$ cat src/rtl/pipe_ts_rx.sv
// pipe_ts_rx: per-lane PCIe Gen1 TS1/TS2 receiver on the PIPE symbol stream.
// Frames and checks ordered sets, extracts fields, counts identical sets.
// Ports: clk, reset (async, high), clr (sync); rxdata/rxdatak/rxvalid/rxelecidle
// in; ts_valid/ts_err pulses, ts_type, field outputs, ts_cnt, ts1/ts2_done out.
module pipe_ts_rx #(
  parameter int unsigned NCONSEC = 8
) (
  input  logic       clk,
  input  logic       reset,
  input  logic       clr,
  input  logic [7:0] rxdata,
  input  logic       rxdatak,
  input  logic       rxvalid,
  input  logic       rxelecidle,
  output logic       ts_valid,
  output logic       ts_type,
  output logic [7:0] ts_link,
  output logic       ts_link_pad,
  output logic [7:0] ts_lane,
  output logic       ts_lane_pad,
  output logic [7:0] ts_nfts,
  output logic [7:0] ts_rate,
  output logic [7:0] ts_ctrl,
  output logic [7:0] ts_cnt,
  output logic       ts1_done,
  output logic       ts2_done,
  output logic       ts_err
);

  localparam logic [0:0] IDLE    = 1'b0;
  localparam logic [0:0] COLLECT = 1'b1;

  localparam logic [7:0] COM    = 8'hBC;
  localparam logic [7:0] PAD    = 8'hF7;
  localparam logic [7:0] ID_TS1 = 8'h4A;
  localparam logic [7:0] ID_TS2 = 8'h45;
  localparam logic [7:0] CNT_MAX = 8'(NCONSEC);

  logic [0:0] st_q, st_d;
  logic [3:0] idx_q, idx_d;
  logic [7:0] id_q, id_d;
  // staging for the set in flight; published only on a good symbol 15
  logic [7:0] slink_q, slink_d, slane_q, slane_d;
  logic       slpad_q, slpad_d, snpad_q, snpad_d;
  logic [7:0] snfts_q, snfts_d, srate_q, srate_d, sctrl_q, sctrl_d;

  logic       val_q, val_d, err_q, err_d, typ_q, typ_d;
  logic [7:0] link_q, link_d, lane_q, lane_d;
  logic       lpad_q, lpad_d, npad_q, npad_d;
  logic [7:0] nfts_q, nfts_d, rate_q, rate_d, ctrl_q, ctrl_d;
  logic [7:0] cnt_q, cnt_d;
  logic       d1_q, d1_d, d2_q, d2_d;

  logic is_com, is_pad, ok, same, new_typ;

  assign is_com  = rxdatak && (rxdata == COM);
  assign is_pad  = rxdatak && (rxdata == PAD);
  assign new_typ = (id_q == ID_TS2);

  // cnt_q==0 marks "no previous set to compare against"
  assign same = (cnt_q != 8'd0) && (new_typ == typ_q) &&
                (slink_q == link_q) && (slpad_q == lpad_q) &&
                (slane_q == lane_q) && (snpad_q == npad_q) &&
                (snfts_q == nfts_q) && (srate_q == rate_q) &&
                (sctrl_q == ctrl_q);

  always_comb begin
    ok = 1'b0;
    unique case (1'b1)
      (idx_q <= 4'd2):
        ok = !rxdatak || is_pad;
      (idx_q >= 4'd3 && idx_q <= 4'd5):
        ok = !rxdatak;
      (idx_q == 4'd6):
        ok = !rxdatak && (rxdata == ID_TS1 || rxdata == ID_TS2);
      (idx_q >= 4'd7):
        ok = !rxdatak && (rxdata == id_q);
    endcase
  end

  always_comb begin
    st_d    = st_q;
    idx_d   = idx_q;
    id_d    = id_q;
    slink_d = slink_q;
    slpad_d = slpad_q;
    slane_d = slane_q;
    snpad_d = snpad_q;
    snfts_d = snfts_q;
    srate_d = srate_q;
    sctrl_d = sctrl_q;
    val_d   = 1'b0;
    err_d   = 1'b0;
    typ_d   = typ_q;
    link_d  = link_q;
    lpad_d  = lpad_q;
    lane_d  = lane_q;
    npad_d  = npad_q;
    nfts_d  = nfts_q;
    rate_d  = rate_q;
    ctrl_d  = ctrl_q;
    cnt_d   = cnt_q;
    d1_d    = d1_q;
    d2_d    = d2_q;
    if (clr) begin
      st_d  = IDLE;
      idx_d = 4'd0;
      cnt_d = 8'd0;
      d1_d  = 1'b0;
      d2_d  = 1'b0;
    end else if (rxelecidle) begin
      st_d  = IDLE;
      idx_d = 4'd0;
      cnt_d = 8'd0;
    end else if (rxvalid) begin
      if (st_q == IDLE) begin
        if (is_com) begin
          st_d  = COLLECT;
          idx_d = 4'd1;
        end
      end else if (is_com) begin
        // COM mid-set restarts framing; it is symbol 0 of the new set
        err_d = 1'b1;
        cnt_d = 8'd0;
        idx_d = 4'd1;
      end else if (!ok) begin
        err_d = 1'b1;
        cnt_d = 8'd0;
        st_d  = IDLE;
        idx_d = 4'd0;
      end else if (idx_q == 4'd15) begin
        val_d  = 1'b1;
        typ_d  = new_typ;
        link_d = slink_q;
        lpad_d = slpad_q;
        lane_d = slane_q;
        npad_d = snpad_q;
        nfts_d = snfts_q;
        rate_d = srate_q;
        ctrl_d = sctrl_q;
        if (!same) begin
          cnt_d = 8'd1;
        end else if (cnt_q < CNT_MAX) begin
          cnt_d = cnt_q + 8'd1;
        end
        if (cnt_d == CNT_MAX) begin
          if (new_typ) d2_d = 1'b1;
          else         d1_d = 1'b1;
        end
        st_d  = IDLE;
        idx_d = 4'd0;
      end else begin
        idx_d = idx_q + 4'd1;
        case (idx_q)
          4'd1: begin slink_d = rxdata; slpad_d = rxdatak; end
          4'd2: begin slane_d = rxdata; snpad_d = rxdatak; end
          4'd3: snfts_d = rxdata;
          4'd4: srate_d = rxdata;
          4'd5: sctrl_d = rxdata;
          4'd6: id_d    = rxdata;
          default: ;
        endcase
      end
    end
  end

  always_ff @(posedge clk or posedge reset) begin
    if (reset) begin
      st_q    <= IDLE;
      idx_q   <= 4'd0;
      id_q    <= 8'd0;
      slink_q <= 8'd0;
      slpad_q <= 1'b0;
      slane_q <= 8'd0;
      snpad_q <= 1'b0;
      snfts_q <= 8'd0;
      srate_q <= 8'd0;
      sctrl_q <= 8'd0;
      val_q   <= 1'b0;
      err_q   <= 1'b0;
      typ_q   <= 1'b0;
      link_q  <= 8'd0;
      lpad_q  <= 1'b0;
      lane_q  <= 8'd0;
      npad_q  <= 1'b0;
      nfts_q  <= 8'd0;
      rate_q  <= 8'd0;
      ctrl_q  <= 8'd0;
      cnt_q   <= 8'd0;
      d1_q    <= 1'b0;
      d2_q    <= 1'b0;
    end else begin
      st_q    <= st_d;
      idx_q   <= idx_d;
      id_q    <= id_d;
      slink_q <= slink_d;
      slpad_q <= slpad_d;
      slane_q <= slane_d;
      snpad_q <= snpad_d;
      snfts_q <= snfts_d;
      srate_q <= srate_d;
      sctrl_q <= sctrl_d;
      val_q   <= val_d;
      err_q   <= err_d;
      typ_q   <= typ_d;
      link_q  <= link_d;
      lpad_q  <= lpad_d;
      lane_q  <= lane_d;
      npad_q  <= npad_d;
      nfts_q  <= nfts_d;
      rate_q  <= rate_d;
      ctrl_q  <= ctrl_d;
      cnt_q   <= cnt_d;
      d1_q    <= d1_d;
      d2_q    <= d2_d;
    end
  end

  assign ts_valid    = val_q;
  assign ts_err      = err_q;
  assign ts_type     = typ_q;
  assign ts_link     = link_q;
  assign ts_link_pad = lpad_q;
  assign ts_lane     = lane_q;
  assign ts_lane_pad = npad_q;
  assign ts_nfts     = nfts_q;
  assign ts_rate     = rate_q;
  assign ts_ctrl     = ctrl_q;
  assign ts_cnt      = cnt_q;
  assign ts1_done    = d1_q;
  assign ts2_done    = d2_q;

endmodule
$ cat config.mk
export PLATFORM = sky130hd
export DESIGN_NAME = pipe_ts_rx
export DESIGN_NICKNAME = d
export VERILOG_FILES = /design/src/rtl/pipe_ts_rx.sv
export SDC_FILE = /design/constraint.sdc
export NUM_CORES = 1
export LEC_CHECK = 0
export CAP_MARGIN = 20
export CORE_UTILIZATION = 40
export DETAILED_ROUTE_END_ITERATION = 10
export GPL_TIMING_DRIVEN = 0
export SYNTH_ARGS = -nofsm -noshare
export SYNTH_HDL_FRONTEND = slang
export SYNTH_SLANG_ARGS = --single-unit
$ cat constraint.sdc
create_clock -name clk -period 6.1 [get_ports clk]
set_input_delay 1.525 -clock clk [delete_from_list [all_inputs] [get_ports clk]]
set_output_delay 1.525 -clock clk [all_outputs]
set_load 0.03 [all_outputs]
==> results.sh <==
export IMPL_final_nets=488
export IMPL_finalMaxSlewViolations=0
export IMPL_fin_skew_ns=0.00896
export IMPL_row_count=41
export IMPL_vias=3266
export IMPL_area_growth_pct=22.4
export IMPL_fillers=1135
export IMPL_clk_latency_ns=0.35
export IMPL_cts_htree_levels=3
export IMPL_tightest_slew_ns=0.969
export IMPL_hold_viol=0
export IMPL_grt_use_total=0.190
export IMPL_ir_drop_v=0.000152
export IMPL_first_pass_iters=4
export IMPL_use_met1=0.258
export IMPL_wl_per_cell_microns=18.0
export IMPL_reg2regPathDepth=8
export IMPL_drive_gt1_frac=0.261
export IMPL_grt_overflow=0
export IMPL_fin_setup_tns_ns=0
export IMPL_seq_area_sq_um=2750
export IMPL_cts_buffers=9
export IMPL_die_area_sq_um=13300
export IMPL_gp_congestion=0.762
export IMPL_path_max_fanout=10
export IMPL_path_clk_slew_ns=0.07
export IMPL_cts_buffer_depth=2
export IMPL_synth_most_common_cell="dfrtp_1"
export IMPL_critPathKind="in -> reg"
export IMPL_yosysUniqueCellTypes=51
export IMPL_synthArstFlopShare=1.00
export IMPL_finalCritPeriodShare=0.708
export IMPL_die_y_microns=115
export IMPL_power_density_nw_per_um2=214
export IMPL_synth_seq_area_share=0.535
export IMPL_busiest_layer="met2"
export IMPL_routed_wl_microns=11600
export IMPL_synth_nets=413
export IMPL_relSlewSlack=0.351
export IMPL_synth_largest_area_cell="dfrtp_1"
export IMPL_design_core_area_sq_um=12600
export IMPL_synth_flop_cell="dfrtp_1"
export IMPL_ant_nets=0
export IMPL_start_util=0.410
export IMPL_synth_edf_count=0
export IMPL_met2_usage=0.306
export IMPL_drt_iter0_drc=150
export IMPL_die_x_microns=115
export IMPL_arrival_ns=4.56
export IMPL_whs_path_depth=1
export IMPL_netlist_top_cells_count="dfrtp_1, mux2_2, xor2_1"
export IMPL_grt_max_degree=75
export IMPL_yosysWarnings=0
export IMPL_synth_cells=393
export IMPL_cts_setup_buffers=0
export IMPL_crit_path_end_kind="flop"
export IMPL_rsz0062_at_grt="no"
export IMPL_io_pins=69
export IMPL_hold_slack_ns=0.515
export IMPL_syn_area_per_cell_sq_um=13.1
export IMPL_avgViaCountPerCell=5.07
export IMPL_clockRootBuffer="clkbuf_16"
export IMPL_synth_top_area_share=0.535
export IMPL_cap_violations=0
export IMPL_critical_path_required_ns=6.34
export IMPL_status="finished, final reports clean"
export IMPL_diodes=0
export IMPL_first_global_vias=3354
export IMPL_cp_start_kind="primary input"
export IMPL_hpwl_microns=7950
export IMPL_port_buffers=63
export IMPL_period_needed_ns=4.32
export IMPL_synth_cell_area_sq_um=5150
export IMPL_fmax_mhz=231
export IMPL_antenna_found_initial=0
export IMPL_grt_first_pass_wirelength_microns=18400
export IMPL_power_leakage_nw=3.09
export IMPL_post_cts_resized=0
export IMPL_synth_seq_cells=110
export IMPL_setup_viol=0
export IMPL_cts_sinks=110
export IMPL_cts_hold_buffers=0
export IMPL_yosys_top_cells_area="dfrtp_1, mux2_2, xor2_1, xnor2_1, ha_1"
export IMPL_drc_errors=0
export IMPL_hold_class="reg -> reg"
export IMPL_multi_input_area_sq_um=2290
export IMPL_cts_tree="done"
export IMPL_use_met3=0.0241
## power by group
| group | internal, W | total (W) | switching (W) |
|---|---|---|---|
| sequential | 0.000729 | 0.000731 | 0.00000138 |
| combinational | 0.0000180 | 0.0000548 | 0.0000368 |
| clock | 0.000299 | 0.000564 | 0.000265 |
| total | 0.00105 | 0.00135 | 0.000303 |
## kinds of logic after synthesis
logic type      after synthesis  share of synthesized area
buf+inv                      25                     0.0197
compound gates               26                     0.0350
fa+ha+maj                     6                     0.0146
mux                          94                      0.205
simple gates                 81                      0.104
flops                       110                      0.535
xor+xnor                     51                     0.0868
## sequential cells by signal (all words and copies together), names as in the netlist, 4 cells and up
name     cells
slane_q      8
slink_q      8
snfts_q      8
sctrl_q      8
idx_q        4
ts_lane      8
ts_link      8
srate_q      8
id_q         8
ts_rate      8
ts_nfts      8
ts_ctrl      8
ts_cnt       8
## cell type report
cell class	count	area share
plain buffers	15	0.0101
clock buffers	13	0.0413
clock inverters	2	0.00278
inverters	10	0.00635
multi-input cells	258	0.364
flip-flops and latches	110	0.437
well taps	172	0.0341
repair buffers	64	0.104
## metrics by stage
stage / cell area (sq um) / power, W / setup WS (ns) / utilization / instances
finish: 6300 / 0.00135 / 1.78 / 0.501 / 644
global route: 6300 / 0.00140 / 1.56 / 0.501 / 644
CTS: 6300 / 0.00136 / 1.68 / 0.501 / 644
detailed placement: 6020 / 0.000801 / 1.31 / 0.479 / 629
global placement: 5990 / 0.000799 / 0.0132 / 0.477 / 628
floorplan: 5150 / 0.000777 / 1.67 / - / 393
## layer usage
layer	wire length (microns)	vias to the layer above
met5	0	-
li1	-	1549
met2	5660	51
met1	5450	1653
met3	285	13
met4	208	0
## layout by cell type (no fill, tap or decap), drive strengths merged, types with 9 or more instances in the layout
cell,synthesis,final
clkdlybuf4s50,0,63
dfrtp,110,110
xor2,31,31
inv,10,10
xnor2,20,20
nor4,11,11
mux2,93,93
nor2,9,9
clkbuf,9,22
nand2,12,12
## final timing paths
kind | start | end | slack [ns]
worst min-delay path | ts_cnt[7]$_DFFE_PP0P_ | ts_cnt[7]$_DFFE_PP0P_ | 0.52
worst max-delay path | rxdata[3] | slpad_q$_DFFE_PP0P_ | 1.78
worst max register to register | idx_q[0]$_DFFE_PP0P_ | ts_ctrl[0]$_DFFE_PP0P_ | 2.84
min in group asynchronous | reset | ts_lane[7]$_DFFE_PP0P_ | 1.56
worst min register to register | ts_cnt[7]$_DFFE_PP0P_ | ts_cnt[7]$_DFFE_PP0P_ | 0.52
max in group asynchronous | reset | ts_link[1]$_DFFE_PP0P_ | 3.81
## worst max-delay path, stage by stage
cell and delay (ns):
clkdlybuf4s50_1 0.49, clkbuf_1 0.49, xnor2_1 0.18, nand3_1 0.12, nor4_2 0.33, o21ai_1 0.26, nor4_2 0.30, nand2_1 0.42
mux2_1 0.44
Power figures use the tool's default switching activity.
